File: src/rtl/ci_shift_pipe.sv
// ci_shift_pipe: pipelined Nios II multicycle custom-instruction barrel shifter.
// Five shift/rotate modes selected by n; the log2 barrel levels are spread
// over LATENCY register stages, and the whole pipe freezes while clk_en is low.
module ci_shift_pipe #(
    parameter int unsigned DATA_W  = 32,
    parameter int unsigned LATENCY = 2
) (
    input  logic              clk,
    input  logic              reset,
    input  logic              clk_en,
    input  logic              start,
    input  logic [DATA_W-1:0] dataa,
    input  logic [DATA_W-1:0] datab,
    input  logic [2:0]        n,
    output logic [DATA_W-1:0] result,
    output logic              done
);

    localparam int unsigned SH_W = $clog2(DATA_W);

    typedef enum logic [2:0] {
        MODE_SLL = 3'd0,
        MODE_SRL = 3'd1,
        MODE_SRA = 3'd2,
        MODE_ROL = 3'd3,
        MODE_ROR = 3'd4
    } mode_e;

    // Per-stage registers; the last stage's data register is the result.
    logic [LATENCY-1:0][DATA_W-1:0] q_data;
    logic [LATENCY-1:0][SH_W-1:0]   q_amt;
    logic [LATENCY-1:0][2:0]        q_mode;
    logic [LATENCY-1:0]             q_sign;
    logic [LATENCY-1:0]             q_valid;

    logic [LATENCY-1:0][DATA_W-1:0] nxt_data;
    logic [LATENCY-1:0][SH_W-1:0]   nxt_amt;
    logic [LATENCY-1:0][2:0]        nxt_mode;
    logic [LATENCY-1:0]             nxt_sign;
    logic [LATENCY-1:0]             nxt_valid;

    logic [DATA_W-1:0] c_data;
    logic [SH_W-1:0]   c_amt;
    logic [2:0]        c_mode;
    logic              c_sign;
    logic              c_valid;

    // Upper shift-amount bits and the trailing copies of amount/mode/sign are
    // carried for uniformity but never consumed.
    logic pipe_unused;
    assign pipe_unused = ^{datab[DATA_W-1:SH_W], q_amt[LATENCY-1],
                           q_mode[LATENCY-1], q_sign[LATENCY-1]};

    // One barrel level: shift/rotate d by the constant distance k (1 <= k < DATA_W).
    function automatic logic [DATA_W-1:0] shift_step(
        input logic [DATA_W-1:0] d,
        input logic [2:0]        m,
        input logic              sgn,
        input int unsigned       k
    );
        logic [2*DATA_W-1:0] ext;
        ext        = {{DATA_W{sgn}}, d} >> k;
        shift_step = d;
        case (m)
            MODE_SLL: shift_step = d << k;
            MODE_SRL: shift_step = d >> k;
            MODE_SRA: shift_step = ext[DATA_W-1:0];
            MODE_ROL: shift_step = (d << k) | (d >> (DATA_W - k));
            MODE_ROR: shift_step = (d >> k) | (d << (DATA_W - k));
            default:  shift_step = d;
        endcase
    endfunction

    // Next-state of every stage: take the previous stage (or the ports for
    // stage 0) and apply the barrel levels assigned to this stage. Level l
    // goes to stage (l*LATENCY)/SH_W, so levels are spread evenly and the
    // final value does not depend on LATENCY. Unsupported modes are zeroed on
    // entry and then pass through every level untouched.
    always_comb begin
        c_data    = '0;
        c_amt     = '0;
        c_mode    = '0;
        c_sign    = 1'b0;
        c_valid   = 1'b0;
        nxt_data  = '0;
        nxt_amt   = '0;
        nxt_mode  = '0;
        nxt_sign  = '0;
        nxt_valid = '0;
        for (int unsigned s = 0; s < LATENCY; s++) begin
            if (s == 0) begin
                c_valid = start;
                c_data  = (n > 3'd4) ? '0 : dataa;
                c_amt   = datab[SH_W-1:0];
                c_mode  = n;
                c_sign  = dataa[DATA_W-1];
            end else begin
                c_valid = q_valid[s-1];
                c_data  = q_data[s-1];
                c_amt   = q_amt[s-1];
                c_mode  = q_mode[s-1];
                c_sign  = q_sign[s-1];
            end
            for (int unsigned l = 0; l < SH_W; l++) begin
                if (((l * LATENCY) / SH_W) == s && c_amt[l]) begin
                    c_data = shift_step(c_data, c_mode, c_sign, 32'd1 << l);
                end
            end
            nxt_valid[s] = c_valid;
            nxt_data[s]  = c_data;
            nxt_amt[s]   = c_amt;
            nxt_mode[s]  = c_mode;
            nxt_sign[s]  = c_sign;
        end
    end

    // Advance the pipe only when enabled; payload registers load only for
    // valid operations so bubbles never disturb the held result.
    always_ff @(posedge clk or posedge reset) begin
        if (reset) begin
            q_valid <= '0;
            q_data  <= '0;
            q_amt   <= '0;
            q_mode  <= '0;
            q_sign  <= '0;
        end else if (clk_en) begin
            q_valid <= nxt_valid;
            for (int unsigned s = 0; s < LATENCY; s++) begin
                if (nxt_valid[s]) begin
                    q_data[s] <= nxt_data[s];
                    q_amt[s]  <= nxt_amt[s];
                    q_mode[s] <= nxt_mode[s];
                    q_sign[s] <= nxt_sign[s];
                end
            end
        end
    end

    assign result = q_data[LATENCY-1];
    assign done   = q_valid[LATENCY-1] & clk_en;

endmodule

File: config.mk
export PLATFORM = sky130hd
export DESIGN_NAME = ci_shift_pipe
export DESIGN_NICKNAME = d
export VERILOG_FILES = /design/src/rtl/ci_shift_pipe.sv
export SDC_FILE = /design/constraint.sdc
export NUM_CORES = 1
export LEC_CHECK = 0
export CAP_MARGIN = 0
export CELL_PAD_IN_SITES_DETAIL_PLACEMENT = 0
export CELL_PAD_IN_SITES_GLOBAL_PLACEMENT = 1
export CORE_ASPECT_RATIO = 1.4
export CORE_MARGIN = 3
export CORE_UTILIZATION = 45
export CTS_CLUSTER_SIZE = 8
export DETAILED_ROUTE_END_ITERATION = 12
export PLACE_DENSITY = 0.95
export SLEW_MARGIN = 10
export SYNTH_ARGS = -nofsm -noshare
export SYNTH_HDL_FRONTEND = slang
export SYNTH_SLANG_ARGS = --single-unit
export TNS_END_PERCENT = 100
File: constraint.sdc
create_clock -name clk -period 4.1 [get_ports clk]
set_clock_uncertainty 0.15 [all_clocks]
set_input_delay 1.23 -clock clk [delete_from_list [all_inputs] [get_ports clk]]
set_output_delay 1.23 -clock clk [all_outputs]
set_load 0.05 [all_outputs]
; ---- Word level (Yosys, flattened, before mapping)
; Cells that the tools add are included.
[classes]
order_cmp = 1
n_shift = 0
addsub = 0
muxes = 11
n_reduce_logical = 5
n_eq_ne = 8
n_mul = 0
n_bitwise = 10
n_div = 0
[ops]
columns = op, count
row1 = case mux 32 bit (5 select lines), 4
row2 = 2-to-1 mux 32 bit, 6
row3 = case mux 32 bit (4 select lines), 1
row4 = bitwise OR 16 x 32 -> 32 bit, 1
row5 = bitwise OR 24 x 32 -> 32 bit, 1
row6 = bitwise OR 28 x 32 -> 32 bit, 1
row7 = bitwise OR 30 x 32 -> 32 bit, 1
row8 = bitwise OR 31 x 32 -> 32 bit, 1
row9 = bitwise OR 32 x 1 -> 32 bit, 1
row10 = bitwise OR 32 x 2 -> 32 bit, 1
row11 = bitwise OR 32 x 4 -> 32 bit, 1
row12 = bitwise OR 32 x 8 -> 32 bit, 1
row13 = == test 3 x 2 -> 1 bit (second input constant), 4
row14 = == test 3 x 1 -> 1 bit (second input constant), 2
row15 = == test 3 bit (second input constant), 2
row16 = zero test 3 bit, 2
row17 = AND reduction 2 bit, 2
row18 = > comparator 3 bit (second input constant), 1
row19 = OR reduction 2 bit, 1
row20 = bitwise AND 1 bit, 1
[word_totals]
regBits = 75
memories = 0
romBits = 0
ram_bits = 0
latch_bits = 0
elab_cells = 41

; ---- Logic depth before layout (Yosys ltp)
[depth]
depth_word = 11
mapped_depth = 10
ltp_nobuf = 6

; ---- Worst setup path after synthesis
; OpenSTA, ideal clock, no wires.
[synth_path]
path_kind = input to register
from = input n[1]
to = register q_data[13] in the netlist's numbering
slack_ns = 0.776
path_stages = 9
setup_ns = 0.132
path_buffers = 3
arrival_time_ns = 3.042
cell_sequence = buf_6 > buf_4 > buf_4 > mux2_1 > a222oi_1 > a21oi_1 > a211o_1 > a32oi_1 > o21ai_1
[synth_via]
elab_chain_cells = 11
elab_cells_between_ends = 19
cone_classes = order compare: 1 / eq/ne: 4 / mux: 7 / bitwise: 6 / reduce/logical: 1
[synth_lines]
columns = element, line_no
row1 = from (decl), 14  ; input logic [2:0] n,
row2 = > comparator 3 bit, 93  ; c_data = (n > 3'd4) ? '0 : dataa;
row3 = 2-to-1 mux 32 bit, 93
row4 = bitwise OR 31 x 32 -> 32 bit / bitwise OR 32 x 1 -> 32 bit (equally long branches), "69, 68"
row5 = case mux 32 bit (5 select lines), 64  ; case (m)
row6 = 2-to-1 mux 32 bit, 105  ; if (((l * LATENCY) / SH_W) == s && c_amt[l]) begin
row7 = bitwise OR 30 x 32 -> 32 bit / bitwise OR 32 x 2 -> 32 bit (equally long branches), "69, 68"
row8 = case mux 32 bit (5 select lines), 64
row9 = 2-to-1 mux 32 bit, 105
row10 = bitwise OR 28 x 32 -> 32 bit / bitwise OR 32 x 4 -> 32 bit (equally long branches), "69, 68"
row11 = case mux 32 bit (5 select lines), 64
row12 = 2-to-1 mux 32 bit (*), 105
row13 = "to (signal, indexed assignment)", 130  ; q_data[s] <= nxt_data[s];
row14 = to (decl), 30  ; logic [LATENCY-1:0][DATA_W-1:0] q_data;
; Mark *: on every way between the ends. The rest lies on a longest branch, timed or not.
; A chain may end at the register's enable or synchronous reset.

; ---- Worst setup path after layout
[layout_path]
from = input n[0]
to = register q_data[26] in the netlist's numbering
; The elaborated chain is that of the path after synthesis.

==> results.md <==
- Crit path max fanout: 25
- Core area: 17,000 um^2
- Diodes inserted: 0
- Period utilization: 0.930
- Placed cell areas: 8970 um^2
- Global-route wire length before repair: 46,200 um
- PD cells: 395 nW/um^2
- Met3 usage: 0.0513
- YS warnings: 0
- Main flop type after synthesis: dfrtp_1
- # DRC: 0
- Worst path slowest cell: clkdlybuf4s50_1
- Dominant cells by area after synthesis: dfrtp_1 23%, nor2_1 6.4%, mux2i_1 4.8%
- Syn_area_per_cell: 7.41 um^2
- Synth cell types: 77
- Simple-gate share of the synthesized area: 0.212
- Remaining Overflow, GRT: 0
- CP most frequent cell: or2_1
- Ys async rst share: 1.00
- Skew-Pair Late Insertion Delay: 330 ps
- # Post-CTS Setup Buffers: 0
- Die area: 19,300 um^2
- Crit-path max cell delay: 570 ps
- Top cell type's share of synthesized area: 0.227
- Critical Path End Type: flop
- Clock transition at the registers of the reported paths: 50 ps
- Synth Area in XOR/XNOR: 0.00741
- Final setup fails: 0
- EDFF count, synth: 0
- CP required: 4130 ps
- Mapped cell area: 7940 um^2
- Setup CP Type: input port to flop
- Met2 usage in global routing: 0.464
- Routed vias: 9,139
- Place WS: 27.9 ps
- CTS tree: built
- Hold Crit Class: flop to flop
- IO Port Bufs: 76
- Seq/Total Area, Yosys: 0.227
- Post-Syn Nets: 1,142
- Root Driver: clkbuf_16
- Status: finished, final reports clean
- CP Cell Sequence: clkdlybuf4s50_1 -> buf_4 -> or2_1 -> o221ai_1 -> a31o_2 -> a211oi_1 -> or2_1 -> a221oi_1
- Peak Freq: 262 MHz
- Final Cell Area: 9260 um^2
- Largest family of logic cells by synthesized area: compound AO/OA/AOI/OAI gates
- Vias/cell: 6.86
- Final Max Tran Viols: 0
- Vias in the first global route: 8,355
- Largest net degree at the start of global routing: 61
- Rows: 56
- HPWL Detailed: 22,300 um
- Final net count: 1,167
- Area leader, netlist: dfrtp_1
- VDD IR-drop max: 0.178 mV
- RSZ-0062 raised after global routing: no
- Layout area overhead: 16.6%
- CP Launch Type: input port
- Reg-to-reg slack, setup: 1480 ps
- Starting DRC count in detailed routing: 1,349
- Final core occ: 0.544
- GRT Total Usage: 0.295
- Share of layout cells above drive strength 1: 0.116
- Multiplexer share of the synthesized area: 0.0749
- Worst setup margin: 286 ps
- GRT busiest layer: met2
- Synth Area in Compound Gates: 0.384
- Met1 Use GR: 0.364
- Min cycle time layout: 3810 ps
- DRT Wirelength: 29,500 um
- DR WL/cell: 22.1 um
- Drt pass-1 iters: 6
- Post-Layout Cell Count: 1,332
- Cell count after placement: 1,317
- Measured slew at the worst slew-check pin: 1080 ps
- Resize count post-CTS: 0
- Die X: 118 um
- GPL Wtd Cong: 1.10
- Crit path arrival time: 3850 ps
- Final hold violations: 0
- Area share of fa/ha/maj cells after synthesis: 0
- CTS hold repair buffers: 0
- Initial antenna violation count: 0
- Post-route ant nets: 0
- Final setup TNS: 0 ps
- #FFs+latches synth: 72
- Clk buf depth: 2
- P_leak: 3.56 nW
- CTS buffer count: 9
- Initial Util: 0.466
- Die H: 163 um
- Mapped Cells: 1,071
- MaxCap Viol Count: 0
- # clock sinks: 72
- Slew HR: 0.276
- Io pins: 104
- Htree depth: 3
==> through the flow <==
| step | hold WS, ps | power [mW] |
|---|---|---|
| after floorplan | 289 | 2.40 |
| after global placement | 316 | 2.85 |
| after detailed placement | 335 | 2.87 |
| after CTS | 349 | 3.63 |
| after global routing | 386 | 3.83 |
| final | 335 | 3.65 |
==> power by group <==
| part | switching [mW] | internal [mW] |
|---|---|---|
| clock network | 0.268 | 0.480 |
| registers | 0.172 | 0.886 |
| logic | 1.17 | 0.673 |
==> kinds of logic (layout without fill, tap and decap cells) <==
| family | count (synthesis) | in the layout |
|---|---|---|
| AO/OA/AOI/OAI | 436 | 436 |
| XOR/XNOR | 5 | 5 |
| buffers and inverters | 153 | 182 |
| flip-flops | 72 | 72 |
| multiplexers | 57 | 57 |
| AND/OR/NAND/NOR | 348 | 348 |
==> placed cells by master, fill, tap and decap left out, types with 13 or more instances in the layout <==
master,n
nor3b_1,15
buf_4,70
a21oi_1,74
o22ai_1,34
a221oi_1,30
o211ai_1,25
nor2_1,134
nand2_1,83
dfrtp_1,72
a211oi_1,25
nor2b_1,19
clkdlybuf4s50_1,72
nand3_1,15
nand2b_1,13
o221ai_1,13
mux2i_1,38
a31oi_1,33
o21ai_0,58
a22oi_1,20
mux2_2,14
==> worst max-delay path, delay by kind of cell <==
family | cells | cell delay [ps]
buffers and inverters | 2 | 880
AOI/OAI and AO/OA | 4 | 1160
and+or+nand+nor | 2 | 570
==> final timing paths <==
| kind | end | cells after the start | from |
|---|---|---|---|
| setup / recovery | q_data[26]$_DFFE_PP0P_ | 8 | n[0] |
| hold / removal | q_sign[0]$_DFFE_PP0P_ | 2 | q_sign[0]$_DFFE_PP0P_ |
| setup reg to reg | result[9]$_DFFE_PP0P_ | 7 | c_mode[0]$_DFFE_PP0P_ |
| hold reg to reg | q_sign[0]$_DFFE_PP0P_ | 2 | q_sign[0]$_DFFE_PP0P_ |
| max in group asynchronous | q_data[12]$_DFFE_PP0P_ | 3 | reset |
| min in group asynchronous | q_valid[0]$_DFFE_PP0P_ | 2 | reset |
==> Yosys cell counts, drive strengths merged (7+ instances only) <==
library cell    n
o221ai         13
inv            12
or2             7
clkbuf         77
nor2b          19
nand3b          7
nor2          136
buf            63
o31ai           8
nor3           10
nor3b          15
o211ai         25
a221oi         30
a311oi          8
and2           11
a32oi           7
dfrtp          72
o22ai          34
nand3          15
and3            7
a21o            9
a21oi          74
a211o           9
a22oi          20
nand2          83
mux2i          38
a221o          12
a31oi          33
mux2           19
nand2b         13
a211oi         25
o21ai          70
==> registers in the layout, summed over array words and instances (netlist names) <==
name     cells
q_sign       1
c_mode       3
result      32
q_valid      2
c_amt        2
q_data      32
==> cell type report <==
class                           count  area [um^2]
Multi-Input combinational cell    846         5390
Sequential cell                    72         1800
Timing Repair Buffer              154         1440
Clock buffer                       11          243
Clock inverter                      4         45.0
Tap cell                          232          290
Fill cell                        1597         7770
Inverter                           13         48.8
==> routing by layer <==
metal  vias up  routed length [um]
met5         -                   0
met4         0                2350
met3       169                2730
met2       666               13100
met1      4171               11300
li1       4133                   -
(Power assumes the default switching activity.)
